## config.mk

```make
export PLATFORM = sky130hd
export DESIGN_NAME = serial_subtractor
export DESIGN_NICKNAME = d
export VERILOG_FILES = /design/src/rtl/serial_subtractor.sv
export SDC_FILE = /design/constraint.sdc
export NUM_CORES = 1
export LEC_CHECK = 0
export CAP_MARGIN = 15
export CELL_PAD_IN_SITES_DETAIL_PLACEMENT = 1
export CELL_PAD_IN_SITES_GLOBAL_PLACEMENT = 2
export CORE_MARGIN = 3
export CORE_UTILIZATION = 30
export CTS_CLUSTER_SIZE = 14
export DETAILED_ROUTE_END_ITERATION = 8
export GPL_TIMING_DRIVEN = 1
export HOLD_SLACK_MARGIN = 0.12
export PLACE_DENSITY = 0.71
export SLEW_MARGIN = 20
export SYNTH_ARGS = -nofsm -noshare
export SYNTH_HDL_FRONTEND = slang
export SYNTH_SLANG_ARGS = --single-unit
```

## constraint.sdc

```tcl
create_clock -name clk -period 1.43 [get_ports clk]
set_input_delay 0.3575 -clock clk [delete_from_list [all_inputs] [get_ports clk]]
set_output_delay 0.3575 -clock clk [all_outputs]
set_load 0.01 [all_outputs]
```

## src/rtl/serial_subtractor.sv

```systemverilog
// Bit-serial two's-complement subtractor: a - b computed LSB-first, one bit per clock.
// Define SERIAL_SUB_OVF_EN to add a registered signed-overflow output alongside diff.
module serial_subtractor #(
  parameter int WIDTH = 8
) (
  input  logic             clk,
  input  logic             rst_n,
  input  logic             in_valid,
  output logic             in_ready,
  input  logic [WIDTH-1:0] a,
  input  logic [WIDTH-1:0] b,
  output logic             out_valid,
  input  logic             out_ready,
  output logic [WIDTH-1:0] diff,
  output logic             borrow
`ifdef SERIAL_SUB_OVF_EN
  ,
  output logic             overflow
`endif
);

  localparam int CW = (WIDTH > 1) ? $clog2(WIDTH) : 1;

  typedef enum logic [1:0] {IDLE, RUN, DONE} state_t;

  state_t           state, next_state;
  logic [WIDTH-1:0] sa, sb, res;
  logic             borrow_ff;
  logic [CW-1:0]    cnt;
  logic             d, bo, last, accept;
`ifdef SERIAL_SUB_OVF_EN
  logic             amsb, bmsb;
`endif

  // Full-subtractor cell on the current LSBs
  always_comb begin
    d  = sa[0] ^ sb[0] ^ borrow_ff;
    bo = (~sa[0] & sb[0]) | (~(sa[0] ^ sb[0]) & borrow_ff);
  end

  assign last   = (cnt == CW'(WIDTH - 1));
  assign accept = in_valid && in_ready;

  always_ff @(posedge clk or negedge rst_n) begin
    if (!rst_n) state <= IDLE;
    else        state <= next_state;
  end

  always_comb begin
    next_state = state;
    in_ready   = 1'b0;
    out_valid  = 1'b0;
    case (state)
      IDLE: begin
        in_ready = 1'b1;
        if (in_valid) next_state = RUN;
      end
      RUN: begin
        if (last) next_state = DONE;
      end
      DONE: begin
        out_valid = 1'b1;
        if (out_ready) next_state = IDLE;
      end
      default: next_state = IDLE;
    endcase
  end

  always_ff @(posedge clk or negedge rst_n) begin
    if (!rst_n) begin
      sa        <= '0;
      sb        <= '0;
      res       <= '0;
      borrow_ff <= 1'b0;
      cnt       <= '0;
      diff      <= '0;
      borrow    <= 1'b0;
`ifdef SERIAL_SUB_OVF_EN
      amsb      <= 1'b0;
      bmsb      <= 1'b0;
      overflow  <= 1'b0;
`endif
    end else begin
      if (state == IDLE && accept) begin
        sa        <= a;
        sb        <= b;
        borrow_ff <= 1'b0;
        cnt       <= '0;
`ifdef SERIAL_SUB_OVF_EN
        amsb      <= a[WIDTH-1];
        bmsb      <= b[WIDTH-1];
`endif
      end else if (state == RUN) begin
        sa        <= {1'b0, sa[WIDTH-1:1]};
        sb        <= {1'b0, sb[WIDTH-1:1]};
        res       <= {d, res[WIDTH-1:1]};
        borrow_ff <= bo;
        cnt       <= cnt + CW'(1);
        // The final difference bit lands in the MSB on the same edge it is published
        if (last) begin
          diff     <= {d, res[WIDTH-1:1]};
          borrow   <= bo;
`ifdef SERIAL_SUB_OVF_EN
          overflow <= (amsb != bmsb) && (d != amsb);
`endif
        end
      end
    end
  end

endmodule

```

# Word-level counts from Yosys, hierarchy flattened
# Index checks and enable logic that the tools add are counted.
[word_totals]
register_bits = 39
latch_bits = 0
ram_bits = 0
mem_bits_ro = 0
inputBits = 20
out_inout_bits = 11
word_cells = 44
memories = 0
[classes]
n_addsub = 1
n_mul = 0
div_mod_pow = 0
n_lt_le_gt_ge = 0
eq_ne = 6
shifts = 0
n_mux = 14
n_bitwise = 8
reduce_logical = 7
[ops]
columns = ["op", "count"]
rows = [
  ["2-to-1 mux 8 bit", 4],
  ["2-to-1 mux 2 bit", 3],
  ["2-to-1 mux 3 bit", 2],
  ["!= test 2 bit, second input constant", 3],
  ["one-hot mux 2 bit (3 select lines)", 1],
  ["AND reduction 3 bit", 2],
  ["2-to-1 mux 1 bit", 4],
  ["adder 3 x 1 -> 3 bit, second input constant", 1],
  ["== test 3 bit, second input constant", 1],
  ["NOT 1 bit", 3],
  ["AND 1 bit", 2],
  ["== test 2 x 1 -> 1 bit, second input constant", 1],
  ["== test 2 bit, second input constant", 1],
  ["logical AND 1 bit", 2],
  ["zero test 2 bit", 1],
  ["AND reduction 2 bit", 1],
  ["nonzero test 2 bit", 1],
  ["bitwise XOR 1 bit", 2],
  ["OR 1 bit", 1],
]

# Depth between registers and ports, before layout
[logic_depth]
ltp_word = 6
ltp_mapped = 6
depth_no_buf = 5

# Worst setup path after synthesis
# No wires, ideal clock.
[synth_path]
path_kind = "reg2reg"
startpoint = "register cnt[0]"
endpoint = "register diff[0]"
setup_time_ns = 0.125
arrival_time_ns = 1.328
required_ns = 1.305
slack_ns = -0.023
path_stages_with_launch = 6
path_cell_list = "dfrtp_1 > ha_1 > ha_1 > nand3b_4 > buf_4 > mux2_2"
[synth_via]
elab_chain_cells = 2
[synth_lines]
columns = ["item", "line_no", "text"]
rows = [
  ["start, declared", "29", "logic [CW-1:0] cnt;"],
  ["start signal, assigned", "98", "cnt <= cnt + CW'(1);"],
  ["== test 3 bit", "41", "assign last = (cnt == CW'(WIDTH - 1));"],
  ["AND reduction 3 bit (no source line)", "n/a", ""],
  ["end signal, assigned", "101", "diff <= {d, res[WIDTH-1:1]};"],
  ["end, declared", "14", "output logic [WIDTH-1:0] diff,"],
]
# Every way passes these cells.
# A chain may end at the register's enable or synchronous reset.

# Worst setup path after layout
[layout_path]
startpoint = "register state[0]"
endpoint = "output port in_ready"
[layout_via]
elab_chain_cells = 2
[layout_lines]
columns = ["item", "line_no", "text"]
rows = [
  ["start, declared", "26", "state_t state, next_state;"],
  ["start signal, assigned", "46", "else state <= next_state;"],
  ["zero test 2 bit", "53", "case (state)"],
  ["2-to-1 mux 1 bit", "53", ""],
  ["end, declared", "9", "output logic in_ready,"],
]
# Every way passes these cells.

==> metrics.txt <==
Worst Hold Class=primary input to async pin; final worst path period need=1450 ps; Inst Count DP=260; root buffer cell=clkbuf_8; routed len/inst=15.5 um; Final HPWL DP=2840 um; die area=6780 um2; Synth area leaders=dfrtp_1, nand2_1, mux2_2; gr ovfl total=0; via count of the routed design=1343; Mapped Avg Cell Area=11.4 um2; DRT Pass-1 Iters=3; Critical Path RT=1070 ps; Fin Setup TNS=-22.9 ps; post-route design area=2400 um2; Mapped Cells=153; Die Width=82.4 um; unrepaired setup endpoints after global routing=yes; share of cells above drive strength 1=24.9%; # Max-Cap Violations=0; worst flop-to-flop path startpoint=cnt[1]$_DFFE_PN0P_; Synth top area share=54.4%; CTS buffer count=5; Hold Fails Final Rpt=0; filler cell count=618; Final ANT Viol Nets=0; total of warnings raised by yosys=0; final worst slack=-22.9 ps; f_max=688 MHz; Iteration-0 DRC Markers=43; ant diodes=0; failing checks=setup timing; clk slew on worst S/H paths=90 ps; Slew HR=76.4%; largest net degree at the start of global routing=39; register area share after synthesis=54.4%; Worst Setup Start Kind=flop; I/O Buffers=30; num rows=27; Clk Latency, worst-skew pair=290 ps; Setup crit end kind=primary output; Max FO, Critical Path=4; critical path class=flop to primary output; clk sinks=38; measured slew at the worst slew-check pin=354 ps; Area Overhead vs Synth=37.3%; Netlist Area Pre-Place=1750 um2; reg2reg end=diff[5]$_DFFE_PN0P_; Initial Util=31.4%; GRT Total Usage=13.5%; placed cell areas=2180 um2; Final Wtd Congestion=0.725; Yosys top cell by area=dfrtp_1; hold buffers post-CTS=0; Clock Skews=13.1 ps; Post-Syn Nets=176; worst r2r path cells=4; maximum clock insertion buffer count=2; status=finished with violations; VDD IR max=659 uV; pwr dens=2000 nW/um2; unique cell type count in the Yosys netlist=32; Final period util=102%; # DRC=0; final setup fails=1; Leak Pwr=1.12 nW; Seq cells post-synth=38; htree depth=2; post-route insts no fill=273; vias in the first global route=1416; TritonCTS clock tree=built; Vias/cell=4.92; io pins=31; core area=5570 um2; global-route wire length before repair=6890 um; Layout Nets=223; critical path arrival=1100 ps; total wire length=4230 um; antenna violations before repair=0; Die H=82.4 um; Slew Viols, Final=0; slack of the worst reg-to-reg path=50 ps
==> cells in the mapped netlist <==
master / instances
a211oi_1: 3
a21oi_1: 1
a221o_1: 6
a22o_1: 2
a2bb2oi_1: 3
buf_2: 2
buf_4: 2
buf_6: 4
buf_8: 1
dfrtp_1: 38
fa_1: 1
ha_1: 2
inv_1: 6
mux2_1: 1
mux2_2: 7
nand2_1: 31
nand2b_1: 8
nand2b_4: 1
nand3b_1: 2
nand3b_4: 1
nor2_2: 2
nor2_4: 1
nor2b_1: 1
nor2b_4: 1
nor3_1: 3
nor3b_1: 3
o21ai_0: 8
o21ai_1: 5
o21bai_1: 1
o221a_2: 2
o22a_1: 3
o22ai_1: 1
==> layout make-up <==
class                           count  area (um2)  share of cell area, %
Clock buffer                        5        68.8                   2.86
Clock inverter                      3        45.0                   1.88
Inverter                            6        22.5                  0.938
Multi-Input combinational cell    102         757                   31.5
Sequential cell                    38         952                   39.6
Tap cell                           72        90.1                   3.75
Timing Repair Buffer               47         467                   19.4
==> sequential cells by signal (all words and copies together), names as in the netlist <==
name / cells
sb: 8
borrow: 1
state: 2
cnt: 3
sa: 8
diff: 8
borrow_ff: 1
res: 7
==> metrics by stage <==
stage                     hold WS (ps)  utilization [%]  power [mW]  worst slack [ps]
after floorplan                   61.9                -        3.05              4.91
after global placement             461             39.2        3.70              -148
after detailed placement           460             39.2        3.80              -204
after CTS                          449             41.7        4.71              -105
after global routing               458             43.1        5.17             -57.2
final                              442             43.1        4.80             -22.9
==> per-layer routing <==
metal | vias up | track usage, % | share of wire, %
li1 | 631 | - | -
met1 | 677 | 17.1 | 46
met2 | 31 | 22.5 | 49
met3 | 4 | 4.01 | 4.4
met4 | 0 | 3.49 | 0.80
met5 | - | 0 | 0
==> repair_timing <==
item                       4_1_cts  5_1_grt
setup endpoints to repair       25       17
gates cloned                     1        1
resized for setup               19       16
pin swaps                        2        0
setup buffers                    1        3
==> worst max path at each step <==
stage,start,to,slack [ps],depth (start not counted)
3_3_place_gp,in_valid,sa[5]$_DFFE_PN0P_,-150,4
3_5_place_dp,in_valid,sa[1]$_DFFE_PN0P_,-200,4
6_report,state[0]$_DFFE_PN0P_,in_ready,-20,3
4_1_cts,state[0]$_DFFE_PN0P_,out_valid,-100,3
5_1_grt,state[0]$_DFFE_PN0P_,in_ready,-60,3
2_1_floorplan,cnt[0]$_DFFE_PN0P_,diff[0]$_DFFE_PN0P_,5,5
==> critical path, cell delays in order, from the launching register on <==
cell	delay [ps]
dfrtp_1	430
buf_4	160
nor2_4	110
buf_6	120
==> logic make-up (layout without fill, tap and decap cells) <==
| group | count (synthesis) | count (layout) | share of synthesized area, % |
|---|---|---|---|
| adders and majority gates | 3 | 3 | 2.57 |
| muxes | 8 | 8 | 5.15 |
| DFF | 38 | 38 | 54.4 |
| AOI/OAI and AO/OA | 35 | 35 | 14.8 |
| buffers and inverters | 15 | 61 | 6.15 |
| and+or+nand+nor | 54 | 56 | 17.0 |
==> power breakdown <==
group	internal [mW]	total, mW	leakage (nW)	switching (mW)
sequential	1.56	1.86	0.470	0.303
clock	0.519	0.915	0.0504	0.396
combinational	1.09	2.03	0.603	0.941
total	3.16	4.80	1.12	1.64
==> cells in the final DEF (no fill, tap or decap), types with 6 or more instances in the layout <==
master,Yosys,final
a221o_1,6,6
dlygate4sd2_1,0,9
nand2_1,31,31
clkdlybuf4s50_1,0,18
dfrtp_1,38,37
nand2b_1,8,7
buf_4,2,12
o21ai_0,8,8
mux2_2,7,7
Power figures use the tool's default switching activity.
